`src/rtl/operand_fetch_pkg.sv`:
```
// Shared types and constants for the operand fetch stage: operand bundle,
// register selector width and the writeback forwarding helper.
package operand_fetch_pkg;
   localparam int XLEN      = 32;
   localparam int NREGS     = 32;
   localparam int REG_SEL_W = 5;

   typedef logic [REG_SEL_W-1:0] reg_sel_t;

   localparam reg_sel_t REG_ZERO = 5'd0;

   typedef struct packed {
      logic [XLEN-1:0] a;
      logic [XLEN-1:0] b;
      reg_sel_t        rd;
      logic            rd_we;
   } op_bundle_t;

   // x0 always reads zero; a same-cycle writeback beats the bank's stale read.
   function automatic logic [XLEN-1:0] fwd_operand(
      input reg_sel_t        rs,
      input logic [XLEN-1:0] bank_data,
      input logic            wb_we,
      input reg_sel_t        wb_sel,
      input logic [XLEN-1:0] wb_data
   );
      if (rs == REG_ZERO)
         return '0;
      else if (wb_we && (wb_sel == rs))
         return wb_data;
      else
         return bank_data;
   endfunction
endpackage

```
`src/rtl/operand_fetch_if.sv`:
```
// Bundled issue, register-bank, writeback and execute-side signals of operand_fetch.
interface operand_fetch_if;
   import operand_fetch_pkg::*;

   logic            issue_valid;
   logic            issue_ready;
   reg_sel_t        issue_rs1;
   reg_sel_t        issue_rs2;
   reg_sel_t        issue_rd;
   logic            issue_rd_we;
   reg_sel_t        sel_out_a;
   reg_sel_t        sel_out_b;
   logic [XLEN-1:0] data_out_a;
   logic [XLEN-1:0] data_out_b;
   logic            wb_we;
   reg_sel_t        wb_sel;
   logic [XLEN-1:0] wb_data;
   logic            flush;
   logic            op_valid;
   logic            op_ready;
   logic [XLEN-1:0] op_a;
   logic [XLEN-1:0] op_b;
   reg_sel_t        op_rd;
   logic            op_rd_we;

   modport master (
      output issue_valid, issue_rs1, issue_rs2, issue_rd, issue_rd_we,
      output data_out_a, data_out_b, wb_we, wb_sel, wb_data, flush, op_ready,
      input  issue_ready, sel_out_a, sel_out_b,
      input  op_valid, op_a, op_b, op_rd, op_rd_we
   );

   modport slave (
      input  issue_valid, issue_rs1, issue_rs2, issue_rd, issue_rd_we,
      input  data_out_a, data_out_b, wb_we, wb_sel, wb_data, flush, op_ready,
      output issue_ready, sel_out_a, sel_out_b,
      output op_valid, op_a, op_b, op_rd, op_rd_we
   );
endinterface

```
`src/rtl/operand_fetch_scoreboard.sv`:
```
// Pending-destination scoreboard: one bit per architectural register with
// set / writeback-clear / flush-clear and three busy lookups.
module operand_fetch_scoreboard
   import operand_fetch_pkg::*;
(
   input  logic                      clock,
   input  logic                      reset,
   input  logic                      set_en_i,
   input  reg_sel_t                  set_sel_i,
   input  logic                      clr_en_i,
   input  reg_sel_t                  clr_sel_i,
   input  logic                      fclr_en_i,
   input  reg_sel_t                  fclr_sel_i,
   input  logic [2:0][REG_SEL_W-1:0] look_sel_i,
   output logic [2:0]                busy_o
);
   logic [NREGS-1:0] pend_q, pend_d;

   // Set is applied last so a new writer outlives a same-cycle writeback.
   always_comb begin
      pend_d = pend_q;
      if (clr_en_i)  pend_d[clr_sel_i]  = 1'b0;
      if (fclr_en_i) pend_d[fclr_sel_i] = 1'b0;
      if (set_en_i)  pend_d[set_sel_i]  = 1'b1;
      pend_d[0] = 1'b0;
   end

   always_ff @(posedge clock or posedge reset) begin
      if (reset) pend_q <= '0;
      else       pend_q <= pend_d;
   end

   // A writeback landing this cycle releases its register immediately.
   for (genvar g = 0; g < 3; g++) begin : g_look
      assign busy_o[g] = pend_q[look_sel_i[g]]
                       && !(clr_en_i && (clr_sel_i == look_sel_i[g]))
                       && (look_sel_i[g] != REG_ZERO);
   end
endmodule

```
`src/rtl/operand_fetch.sv`:
```
// Operand fetch: drives bank read selectors, forwards writeback data, stalls
// RAW/WAW hazards and hands registered operand bundles to execute.
module operand_fetch
   import operand_fetch_pkg::*;
(
   input  logic           clock,
   input  logic           reset,
   operand_fetch_if.slave bus
);
   op_bundle_t op_q, op_d;
   logic       vld_q, vld_d;
   logic [2:0] busy;
   logic       hazard, slot_free, accept;
   logic       sb_set, sb_clr, sb_fclr;

   assign bus.sel_out_a = bus.issue_rs1;
   assign bus.sel_out_b = bus.issue_rs2;

   operand_fetch_scoreboard u_sb (
      .clock      (clock),
      .reset      (reset),
      .set_en_i   (sb_set),
      .set_sel_i  (bus.issue_rd),
      .clr_en_i   (sb_clr),
      .clr_sel_i  (bus.wb_sel),
      .fclr_en_i  (sb_fclr),
      .fclr_sel_i (op_q.rd),
      .look_sel_i ({bus.issue_rd, bus.issue_rs2, bus.issue_rs1}),
      .busy_o     (busy)
   );

   assign hazard          = busy[0] || busy[1] || (bus.issue_rd_we && busy[2]);
   assign slot_free       = !vld_q || bus.op_ready;
   assign bus.issue_ready = slot_free && !hazard && !bus.flush;
   assign accept          = bus.issue_valid && bus.issue_ready;

   assign sb_set  = accept && bus.issue_rd_we && (bus.issue_rd != REG_ZERO);
   assign sb_clr  = bus.wb_we && (bus.wb_sel != REG_ZERO);
   // A flushed writer will never write back, so its pending bit is dropped.
   assign sb_fclr = bus.flush && vld_q && op_q.rd_we;

   always_comb begin
      op_d  = op_q;
      vld_d = vld_q;
      if (bus.flush) begin
         vld_d = 1'b0;
      end else if (accept) begin
         vld_d      = 1'b1;
         op_d.a     = fwd_operand(bus.issue_rs1, bus.data_out_a, bus.wb_we, bus.wb_sel, bus.wb_data);
         op_d.b     = fwd_operand(bus.issue_rs2, bus.data_out_b, bus.wb_we, bus.wb_sel, bus.wb_data);
         op_d.rd    = bus.issue_rd;
         op_d.rd_we = bus.issue_rd_we;
      end else if (bus.op_ready) begin
         vld_d = 1'b0;
      end
   end

   always_ff @(posedge clock or posedge reset) begin
      if (reset) begin
         vld_q <= 1'b0;
         op_q  <= '0;
      end else begin
         vld_q <= vld_d;
         op_q  <= op_d;
      end
   end

   assign bus.op_valid = vld_q;
   assign bus.op_a     = op_q.a;
   assign bus.op_b     = op_q.b;
   assign bus.op_rd    = op_q.rd;
   assign bus.op_rd_we = op_q.rd_we;
endmodule

```
`src/flat_wrapper.sv`:
```
// flat-port wrapper written by rule: the top's interface ports become plain ports
module operand_fetch_flat import operand_fetch_pkg::*;
  (clock, reset, bus_issue_valid, bus_issue_rs1, bus_issue_rs2, bus_issue_rd, bus_issue_rd_we, bus_data_out_a, bus_data_out_b, bus_wb_we, bus_wb_sel, bus_wb_data, bus_flush, bus_op_ready, bus_issue_ready, bus_sel_out_a, bus_sel_out_b, bus_op_valid, bus_op_a, bus_op_b, bus_op_rd, bus_op_rd_we);
  operand_fetch_if bus_i ();
  input  logic clock;
  input  logic reset;
  input wire logic [$bits(bus_i.issue_valid)-1:0] bus_issue_valid;
  input wire logic [$bits(bus_i.issue_rs1)-1:0] bus_issue_rs1;
  input wire logic [$bits(bus_i.issue_rs2)-1:0] bus_issue_rs2;
  input wire logic [$bits(bus_i.issue_rd)-1:0] bus_issue_rd;
  input wire logic [$bits(bus_i.issue_rd_we)-1:0] bus_issue_rd_we;
  input wire logic [$bits(bus_i.data_out_a)-1:0] bus_data_out_a;
  input wire logic [$bits(bus_i.data_out_b)-1:0] bus_data_out_b;
  input wire logic [$bits(bus_i.wb_we)-1:0] bus_wb_we;
  input wire logic [$bits(bus_i.wb_sel)-1:0] bus_wb_sel;
  input wire logic [$bits(bus_i.wb_data)-1:0] bus_wb_data;
  input wire logic [$bits(bus_i.flush)-1:0] bus_flush;
  input wire logic [$bits(bus_i.op_ready)-1:0] bus_op_ready;
  output wire logic [$bits(bus_i.issue_ready)-1:0] bus_issue_ready;
  output wire logic [$bits(bus_i.sel_out_a)-1:0] bus_sel_out_a;
  output wire logic [$bits(bus_i.sel_out_b)-1:0] bus_sel_out_b;
  output wire logic [$bits(bus_i.op_valid)-1:0] bus_op_valid;
  output wire logic [$bits(bus_i.op_a)-1:0] bus_op_a;
  output wire logic [$bits(bus_i.op_b)-1:0] bus_op_b;
  output wire logic [$bits(bus_i.op_rd)-1:0] bus_op_rd;
  output wire logic [$bits(bus_i.op_rd_we)-1:0] bus_op_rd_we;
  assign bus_i.issue_valid = bus_issue_valid;
  assign bus_i.issue_rs1 = bus_issue_rs1;
  assign bus_i.issue_rs2 = bus_issue_rs2;
  assign bus_i.issue_rd = bus_issue_rd;
  assign bus_i.issue_rd_we = bus_issue_rd_we;
  assign bus_i.data_out_a = bus_data_out_a;
  assign bus_i.data_out_b = bus_data_out_b;
  assign bus_i.wb_we = bus_wb_we;
  assign bus_i.wb_sel = bus_wb_sel;
  assign bus_i.wb_data = bus_wb_data;
  assign bus_i.flush = bus_flush;
  assign bus_i.op_ready = bus_op_ready;
  assign bus_issue_ready = bus_i.issue_ready;
  assign bus_sel_out_a = bus_i.sel_out_a;
  assign bus_sel_out_b = bus_i.sel_out_b;
  assign bus_op_valid = bus_i.op_valid;
  assign bus_op_a = bus_i.op_a;
  assign bus_op_b = bus_i.op_b;
  assign bus_op_rd = bus_i.op_rd;
  assign bus_op_rd_we = bus_i.op_rd_we;
  operand_fetch u_core (.clock(clock), .reset(reset), .bus(bus_i));
endmodule
```
`config.mk`:
```
export PLATFORM = sky130hd
export DESIGN_NAME = operand_fetch_flat
export DESIGN_NICKNAME = d
export VERILOG_FILES = /design/src/rtl/operand_fetch_pkg.sv /design/src/rtl/operand_fetch_if.sv /design/src/rtl/operand_fetch_scoreboard.sv /design/src/rtl/operand_fetch.sv /design/src/flat_wrapper.sv
export SDC_FILE = /design/constraint.sdc
export NUM_CORES = 1
export LEC_CHECK = 0
export BUFFER_PORTS_ARGS = -buffer_cell sky130_fd_sc_hd__buf_2
export CAP_MARGIN = 10
export CELL_PAD_IN_SITES_DETAIL_PLACEMENT = 1
export CELL_PAD_IN_SITES_GLOBAL_PLACEMENT = 2
export CORE_ASPECT_RATIO = 0.5
export CORE_MARGIN = 3
export CORE_UTILIZATION = 34
export DETAILED_ROUTE_END_ITERATION = 16
export GPL_TIMING_DRIVEN = 0
export PLACE_DENSITY_LB_ADDON = 0.1
export SYNTH_ARGS = -nofsm -noshare
export SYNTH_HDL_FRONTEND = slang
export SYNTH_SLANG_ARGS = --single-unit
```
`constraint.sdc`:
```
create_clock -name clock -period 5.7 [get_ports clock]
set_input_delay 0.285 -clock clock [delete_from_list [all_inputs] [get_ports clock]]
set_output_delay 0.285 -clock clock [all_outputs]
set_load 0.02 [all_outputs]
```
==> results of run 1 <==
cell type report:
type / instances / area share, %
multi-input combinational: 418 / 43.5
antenna: 2 / 0.0624
sequential: 102 / 31.8
inverter: 4 / 0.218
clock inverter: 6 / 0.936
tap: 234 / 3.65
clock buffer: 10 / 2.86
timing repair buffer: 201 / 12.9
buffer: 61 / 4.01
worst reg2reg max path, delay by kind of cell (launching register included):
kind,cells,cell delay [ns]
compound gates,2,0.54
flops,1,0.45
buf+inv,1,0.32
simple gates,1,0.52
mux,3,1.22
power groups by stage:
stage / Sequential, mW / Combinational [mW] / Clock (mW)
final: 1.00 / 0.860 / 0.654
after floorplan: 1.19 / 0.337 / 0
after global placement: 1.01 / 0.858 / 0
after CTS: 1.00 / 0.872 / 0.671
after detailed placement: 1.01 / 0.870 / 0
after global routing: 1.03 / 0.930 / 0.704
stage by stage:
stage / instance area (sq um) / total power [mW] / setup WS [ns]
2_1_floorplan: 6370 / 1.53 / 2.74
3_3_place_gp: 7650 / 1.86 / 1.22
3_5_place_dp: 7700 / 1.88 / 2.13
4_1_cts: 8010 / 2.55 / 2.51
5_1_grt: 8020 / 2.66 / 2.32
6_report: 8020 / 2.52 / 2.53
repair_timing:
action | 4_1_cts | 5_1_grt
endpoints found under the setup margin | 0 | 0
hold buffers | 1 | 0
endpoints found under the hold margin | 15 | 0
per-layer routing:
metal	share of wire, %	global-route usage, %	wire length [um]	vias to the layer above
met4	1.7	4.93	402	10
met5	0.35	0	82	-
met3	7.5	7.93	1750	41
li1	-	-	-	2589
met1	44	30.5	10200	2825
met2	46	36.7	10800	191
path summary, 6_finish.rpt:
| check | startpoint | endpoint | slack [ns] | cells after the start |
|---|---|---|---|---|
| hold / removal | bus_flush | u_core.bus.op_valid$_DFFE_PP0P_ | 0.17 | 2 |
| setup / recovery | u_core.u_sb.pend_q[23]$_DFF_PP0_ | u_core.bus.op_a[5]$_DFFE_PP0P_ | 2.53 | 7 |
| min in group asynchronous | reset | u_core.bus.op_valid$_DFFE_PP0P_ | 0.54 | 3 |
| setup reg to reg | u_core.u_sb.pend_q[23]$_DFF_PP0_ | u_core.bus.op_a[5]$_DFFE_PP0P_ | 2.53 | 7 |
| hold reg to reg | u_core.bus.op_a[25]$_DFFE_PP0P_ | u_core.bus.op_a[25]$_DFFE_PP0P_ | 0.49 | 1 |
| max in group asynchronous | reset | u_core.bus.op_b[16]$_DFFE_PP0P_ | 4.45 | 4 |
layout by cell type, fill, tap and decap left out, types with 4 or more instances in the layout:
cell type,synthesis,routed
nor2_1,72,72
buf_1,7,7
o221ai_1,31,31
dfrtp_1,102,102
nand3b_1,14,14
nand2_1,11,11
mux4_2,15,15
o21ai_0,19,19
o31ai_1,15,15
mux2_1,6,6
nand2b_1,5,5
buf_2,10,208
mux2_2,66,66
clkbuf_16,0,9
nand3_1,10,10
clkbuf_1,24,25
buf_4,17,18
or3_1,8,8
nor3_1,4,4
xor2_1,12,12
mux2i_1,83,83
or3b_2,5,5
sequential cells by signal, indices dropped and copies added, names as in the netlist:
signal / count
u_core.bus.op_a: 32
u_core.bus.op_b: 32
u_core.bus.op_rd: 5
u_core.bus.op_rd_we: 1
u_core.bus.op_valid: 1
u_core.u_sb.pend_q: 31
cell families after synthesis:
logic type,Yosys count
AOI/OAI and AO/OA,81
buffers and inverters,65
muxes,170
DFF,102
xor gates and xnor gates,15
and+or+nand+nor,152
==> results.cfg, run 1 <==
[clock_tree]
clk-insertion-delay-late_ns = 0.36
postCtsSetupBuffers = 0
cts_buffer_depth = 2
htree_num_levels = 3
clkTransAtPathRegs_ns = 0.07
tritoncts = yes
ctsRootBufferMaster = clkbuf_16
cts.sinks = 102
cts_buffers = 9
cts_resized = 0

[yosys]
synthMuxAreaShare_pct = 31.1
synth_top_family_by_area = multiplexers
synth-compound-area-share_pct = 9.49
syn_inst = 585
synth_simple_gate_area_share_pct = 12.0
ys_ff_latch = 102
synth.distinct_cells = 47
synth_commonest_cells = dfrtp_1 (102), mux2i_1 (83), nor2_1 (72)
synth_edf_count = 0
synth_top_cell_area_share_pct = 40.1
ys.flop_type = dfrtp_1
syn_area_sq_um = 6370
synth_most_common_cell = dfrtp_1
synthArstFlopShare_pct = 100
synth_fa_ha_area_share_pct = 0
synth_xor_area_share_pct = 2.06
avgSynthCellArea_sq_um = 10.9
ys_top_cells_by_area = dfrtp_1 (40%), mux2i_1 (13%), mux2_2 (12%), mux4_2 (5.3%), o221ai_1 (4.3%)
ys_warn_count = 0
synth_top_area_cell = dfrtp_1
ys_seq_area_share_pct = 40.1
synth_fp_nets = 708

[timing]
clock.fmax_mhz = 316
maxSlewViolCount = 0
setup_viol = 0
worst_hold_slack_ns = 0.168
final.min_clock_period_ns = 3.17
rsz0062_at_grt = false
hold_violations = 0
tightest_slew_ns = 0.793
min_period_over_period_pct = 55.6
clock_skew_ns = 0.0106
max-slew-margin-rel_pct = 47.1
setup_tns_ns = 0

[global_route]
grt_pass1_wl_mm = 35.2
antenna_found_initial = 6
overflow = 0
grt_util_all_layers_pct = 22.9
grt_max_degree = 67
grt_pass1_vias = 5875

[critical_path]
end_kind = register
startpoint_type = register
cpPeakStageDelay_ns = 0.51
crit_buf_inv = 1
path_class = register to register
crit_chain = mux4_2 > mux2i_1 > a221oi_1 > a32o_1 > nor3_2 > buf_4 > mux2_2
required_ns = 5.94
critPathSlowestCell = nor3_2
path_delay_family = multiplexers
worst-path-max-fanout = 10
worst_ep_arrival_time_ns = 3.41

[power_and_ir_drop]
powerDensity_nw_per_um2 = 314
intPower_mw = 1.59
power_frac_clock_pct = 26.0
leakage_nw = 3.46
ir_worst_vdd_v = 0.000157
power.switching_uw = 924
p_seq_share_pct = 39.8
netSwitchingFraction_pct = 36.7
pwr-share-comb_pct = 34.2

[cells_and_area]
fillers = 2055
finish.utilization_pct = 44.9
fin_cells = 1038
areaGrowthSynthToFinish_pct = 25.8
final_nets = 920
multi_input_area_sq_um = 3490
seq_area_sq_um = 2550
drive_above_1_share_pct = 42.1

[hold_path]
hold_path.class = primary input to register

[place]
post-dp-hpwl_mm = 17.7
port_buffers = 198
place.gp.congestion = 0.843
dp.cells = 1019

[floorplan]
die_w_um = 200
start_util_pct = 35.7
rows = 34
design.core.area_sq_um = 17900
io_pins = 205
die-area_sq_um = 20500
die_y_um = 103

[drt]
routed_wl_mm = 23.3
drtIter0Drc = 317
first_pass_iters = 5
drtAntennaViolNets = 0
via_per_inst = 5.45
wl_per_cell_um = 22.4
vias = 5656
route.detailed.drc = 0

[run]
cap_violations = 0

[status]
status = complete, no violations
Note: power is estimated with default switching activity, not from simulation.
==> inputs of run 2 (changes only) <==
Settings changed: ABC_AREA set to 1, CORE_UTILIZATION 34 to 28.
Clock period 5.7 ns to 3.3 ns, I/O delays scaled along.
==> run 2 against run 1 <==
The run now ends with negative hold slack left; synthesized area increased by 11%; largest cell class unchanged; sequential share of layout area decreased by 2.9 points; highest routed layer unchanged; cell area increased by 9.9%; combinational power increased by 91%; via count increased by 47%.
==> results.cfg, run 2 <==
[status]
status = finished with violations
violations = negative hold slack

[global_route]
overflow = 0
grt_pass1_wl_mm = 51.5
grt_max_degree = 66
grt_util_all_layers_pct = 24.5
antenna_found_initial = 5
grt_pass1_vias = 8731

[yosys]
ys.flop_type = dfrtp_1
synth_top_area_cell = dfrtp_1
synth_edf_count = 0
synth_top_family_by_area = simple AND/OR/NAND/NOR gates
synth_simple_gate_area_share_pct = 42.5
synthArstFlopShare_pct = 100
avgSynthCellArea_sq_um = 6.50
syn_inst = 1083
ys_ff_latch = 102
syn_area_sq_um = 7040
synth_top_cell_area_share_pct = 36.3
ys_top_cells_by_area = dfrtp_1 (36%), nand2_1 (24%), nand3_1 (6.8%), nand4_1 (6.2%), a21oi_1 (4.8%)
synth_most_common_cell = nand2_1
synth_commonest_cells = nand2_1 (453), dfrtp_1 (102), nand3_1 (95)
synth_fp_nets = 1206
synth_xor_area_share_pct = 0.498
synth-compound-area-share_pct = 10.8
synth.distinct_cells = 30
ys_seq_area_share_pct = 36.3
synthMuxAreaShare_pct = 0
synth_fa_ha_area_share_pct = 0
ys_warn_count = 0

[floorplan]
start_util_pct = 28.9
die_y_um = 118
die_w_um = 230
io_pins = 205
die-area_sq_um = 27200
design.core.area_sq_um = 24400
rows = 40

[drt]
first_pass_iters = 7
drtIter0Drc = 650
drtAntennaViolNets = 0
vias = 8287
top_layer_used = met5
wl_per_cell_um = 20.2
wl_met3_mm = 1.68
routed_wl_mm = 33.1
via_per_inst = 5.06
met2_length_mm = 15.4
wl_met1_mm = 15.3
route.detailed.drc = 0

[timing]
worst_hold_slack_ns = -0.0164
maxSlewViolCount = 0
fin_ws_ns = 1.00
clock.fmax_mhz = 435
setup_viol = 0
clock_skew_ns = 0.0136
max-slew-margin-rel_pct = 37.5
setup_tns_ns = 0
hold_violations = 54
final.min_clock_period_ns = 2.30
min_period_over_period_pct = 69.7
tightest_slew_ns = 0.930
rsz0062_at_grt = false

[critical_path]
reg2reg_to = u_core.bus.op_rd[1]$_DFFE_PP0P_
rrSetupSlack_ns = 1.05
worst-path-max-fanout = 6
required_ns = 3.13
worstReg2RegStart = u_core.u_sb.pend_q[8]$_DFF_PP0_
worst_ep_arrival_time_ns = 2.13
startpoint_type = primary input
r2r_cells = 10
end_kind = output pin
path_class = primary input to output pin

[clock_tree]
cts.sinks = 102
cts_buffer_depth = 2
ctsRootBufferMaster = clkbuf_16
clk-insertion-delay-late_ns = 0.38
htree_num_levels = 3
clkTransAtPathRegs_ns = 0.07
tritoncts = yes
cts_buffers = 9

[place]
place.gp.congestion = 0.865
post-dp-hpwl_mm = 25.9
port_buffers = 198
pre_cts_ws_ns = 0.367

[run]
cap_violations = 0

[cells_and_area]
fillers = 3230
seq_area_sq_um = 2550
final_nets = 1418
areaGrowthSynthToFinish_pct = 25.2
final_common_cell = nand2_1
drive_above_1_share_pct = 21.8
multi_input_area_sq_um = 3780
final_cell_mix = nand2_1 (453), buf_2 (217), dfrtp_1 (102), nand3_1 (95), nand4_1 (70)

[power_and_ir_drop]
total_power_mw = 4.61
pwr-share-comb_pct = 35.7
power.switching_mw = 1.90
netSwitchingFraction_pct = 41.3
p_seq_share_pct = 38.4
intPower_mw = 2.71
ir_worst_vdd_v = 0.000254
leakage_nw = 4.62
powerDensity_nw_per_um2 = 523
power_frac_clock_pct = 25.9

[hold_path]
hold_path.class = primary input to asynchronous set/reset pin
==> run 2: cell families after synthesis <==
group,Yosys count
AND/OR/NAND/NOR,695
buffers and inverters,153
XOR/XNOR,4
flip-flops,102
AO/OA/AOI/OAI,129
==> run 2: layout make-up <==
class | instances | share of cell area, %
Antenna cell | 2 | 0.0568
Clock buffer | 11 | 2.87
Clock inverter | 5 | 0.724
Sequential cell | 102 | 29.0
Multi-Input combinational cell | 828 | 42.9
Timing Repair Buffer | 201 | 11.7
Tap cell | 336 | 4.77
Buffer | 76 | 4.70
Inverter | 77 | 3.31
==> run 2: stage by stage <==
step	utilization (%)	area [sq um]	instances
after floorplan	-	7040	1083
after global placement	34.7	8450	1617
after detailed placement	34.8	8470	1618
after CTS	36.1	8800	1635
after global routing	36.2	8810	1638
final	36.2	8810	1638
==> run 2: what timing repair did <==
item | 4_1_cts | 5_1_grt
setup endpoints to repair | 0 | 0
resized for setup | 0 | 0
hold buffers | 1 | 0
setup buffers | 0 | 0
endpoints found under the hold margin | 1 | 0
==> run 2: metal layers <==
layer / global-route usage, % / up-vias
li1: - / 3993
met1: 33.1 / 4047
met2: 39.6 / 201
met3: 5.27 / 40
met4: 6.57 / 6
met5: 0 / -
==> run 2: power by group through the flow <==
| stage | Combinational, mW | Sequential (mW) | Clock, mW |
|---|---|---|---|
| after global routing | 1.81 | 1.81 | 1.27 |
| after global placement | 1.62 | 1.78 | 0 |
| after floorplan | 0.647 | 2.08 | 0 |
| final | 1.64 | 1.77 | 1.20 |
| after CTS | 1.66 | 1.77 | 1.22 |
| after detailed placement | 1.65 | 1.79 | 0 |
==> run 2: how the worst max path moves through the flow <==
stage / end / cells after the start / start / slack (ns)
2_1_floorplan: u_core.bus.op_a[0]$_DFFE_PP0P_ / 1 / reset / 0.46
3_3_place_gp: u_core.bus.op_a[4]$_DFFE_PP0P_ / 2 / reset / -1.13
3_5_place_dp: u_core.u_sb.pend_q[7]$_DFF_PP0_ / 11 / bus_issue_rs2[2] / 0.37
4_1_cts: bus_issue_ready / 9 / bus_issue_rs2[2] / 0.75
5_1_grt: u_core.u_sb.pend_q[21]$_DFF_PP0_ / 13 / bus_issue_rs2[3] / 0.81
6_report: bus_issue_ready / 11 / bus_issue_rs2[3] / 1.00
==> run 2: worst max-delay path: stages <==
cell     delay (ns)
buf_2          0.14
inv_1          0.16
o21ai_1        0.10
nor2_2         0.43
nand3_2        0.32
nor2_1         0.18
nor2_1         0.06
nand3_1        0.20
nand3_1        0.13
inv_1          0.07
buf_2          0.16
==> inputs of run 3 (changes only) <==
Clock period 3.3 ns to 2.15 ns, I/O delays scaled along.
==> run 3 against run 2 <==
The run now ends clean; cell count up 0.79%; sequential power up 53%; non-clock buffer count increased by 14; via count rose by 1.2%; die area unchanged; critical endpoint is now u_core.u_sb.pend_q[14]$_DFF_PP0_; largest power group unchanged; highest routed layer unchanged.
==> results.cfg, run 3 (same netlist as run 2, synthesis figures left out) <==
[clock_tree]
ctsRootBufferMaster = clkbuf_16
clk-insertion-delay-late_ns = 0.38
cts.sinks = 102
cts_buffers = 9
cts_buffer_depth = 2
clkTransAtPathRegs_ns = 0.07
tritoncts = yes
htree_num_levels = 3

[cells_and_area]
seq_area_sq_um = 2560
finish.utilization_pct = 37.7
drive_above_1_share_pct = 25.4
stdcell_area_sq_um = 9180
multi_input_area_sq_um = 3930
fillers = 3231
fin_cells = 1651
final_nets = 1432
final_common_cell = nand2_1
final_cell_mix = nand2_1 (441), buf_2 (212), dfrtp_1 (96), nand3_1 (82), nand4_1 (70)
areaGrowthSynthToFinish_pct = 30.4

[global_route]
antenna_found_initial = 4
overflow = 0
grt_pass1_wl_mm = 50.9
grt_max_degree = 40
grt_util_all_layers_pct = 24.4
grt_pass1_vias = 8604

[critical_path]
worst-path-max-fanout = 6
rrSetupSlack_ns = 0.07
required_ns = 2.46
critPathSlowestCell = dfrtp_2
crit_chain = nand2_2 > nand2_1 > nand2_1 > nand2_1 > nand2_1 > nand2_2 > nor2_2 > nand2_2 > a21oi_4 > nand4_4 > nor2_4 > buf_12 > buf_6 > nand3_2 > nand2_1
worstReg2RegStart = u_core.u_sb.pend_q[17]$_DFF_PP0_
crit_start = u_core.u_sb.pend_q[17]$_DFF_PP0_
worst_ep_arrival_time_ns = 2.39
cpMostUsedCell = nand2_1
r2r_cells = 15
cpPeakStageDelay_ns = 0.46
path_class = register to register
cp-endpoint = u_core.u_sb.pend_q[14]$_DFF_PP0_
startpoint_type = register
end_kind = register
reg2reg_to = u_core.u_sb.pend_q[14]$_DFF_PP0_

[timing]
setup_viol = 0
tightest_slew_ns = 0.912
max-slew-margin-rel_pct = 38.7
rsz0062_at_grt = true
worst_hold_slack_ns = 0.0247
maxSlewViolCount = 0
hold_violations = 0
fin_ws_ns = 0.0711
clock_skew_ns = 0.0103
min_period_over_period_pct = 96.7
final.min_clock_period_ns = 2.08
clock.fmax_mhz = 481
setup_tns_ns = 0

[floorplan]
io_pins = 205
die_w_um = 230
design.core.area_sq_um = 24400
start_util_pct = 28.9
rows = 40
die_y_um = 118
die-area_sq_um = 27200

[drt]
first_pass_iters = 5
routed_wl_mm = 33.2
drtAntennaViolNets = 0
route.detailed.drc = 0
via_per_inst = 5.08
drtIter0Drc = 498
wl_per_cell_um = 20.1
vias = 8389

[run]
cap_violations = 0

[place]
pre_cts_ws_ns = -0.459
dp.cells = 1620
place.gp.congestion = 0.870
port_buffers = 198
post-dp-hpwl_mm = 26.0
placed_area_sq_um = 8500

[power_and_ir_drop]
ir_worst_vdd_v = 0.000383
total_power_mw = 7.26
leakage_nw = 4.74
powerDensity_nw_per_um2 = 791

[hold_path]
holdPathStages = 4
hold_path.class = primary input to register

[status]
status = complete, no violations
run 3: routing by layer:
metal	global-route usage, %	part of all wire (%)	vias up
met1	32.9	47	4124
li1	-	-	4016
met4	5.52	1.8	6
met3	6.17	5.2	51
met5	0	0.090	-
met2	39.2	46	192
run 3: worst min-delay path by stage:
stage	start	end	slack [ns]
final	bus_op_ready	u_core.bus.op_valid$_DFFE_PP0P_	0.02
after global routing	bus_op_ready	u_core.bus.op_valid$_DFFE_PP0P_	0.03
after CTS	bus_op_ready	u_core.bus.op_valid$_DFFE_PP0P_	0.003
after detailed placement	reset	u_core.bus.op_rd[1]$_DFFE_PP0P_	0.30
after global placement	bus_flush	u_core.bus.op_valid$_DFFE_PP0P_	0.32
after floorplan	bus_flush	u_core.bus.op_valid$_DFFE_PP0P_	0.20
run 3: layout make-up:
class                   count  share of cell area (%)
well taps                 336                    4.58
inverters                  77                    3.19
diodes                      1                  0.0273
multi-input cells         828                    42.7
repair buffers            215                    12.9
flip-flops and latches    102                    27.9
clock inverters             5                    1.16
clock buffers              11                    2.64
plain buffers              76                    4.91
run 3: repair_timing:
action                                  CTS  global route
hold buffers                              2             0
pin swaps                                 2            21
endpoints found under the hold margin    33             0
setup buffers                             3             7
endpoints found under the setup margin   95           103
resized for setup                        15            61
cloned                                    0             2
run 3: worst max-delay path: cells and delay by family (launching register included):
family / cells / cell delay [ns]
and+or+nand+nor: 12 / 1.08
DFF: 1 / 0.46
buffers and inverters: 2 / 0.27
AOI/OAI and AO/OA: 1 / 0.18
run 3: report_power, final:
| part | internal, mW | leakage [nW] | switching [mW] | total [mW] |
|---|---|---|---|---|
| clock network | 1.17 | 0.166 | 0.800 | 1.97 |
| logic | 0.836 | 3.27 | 1.75 | 2.58 |
| registers | 2.38 | 1.31 | 0.328 | 2.71 |
| total | 4.39 | 4.74 | 2.87 | 7.26 |
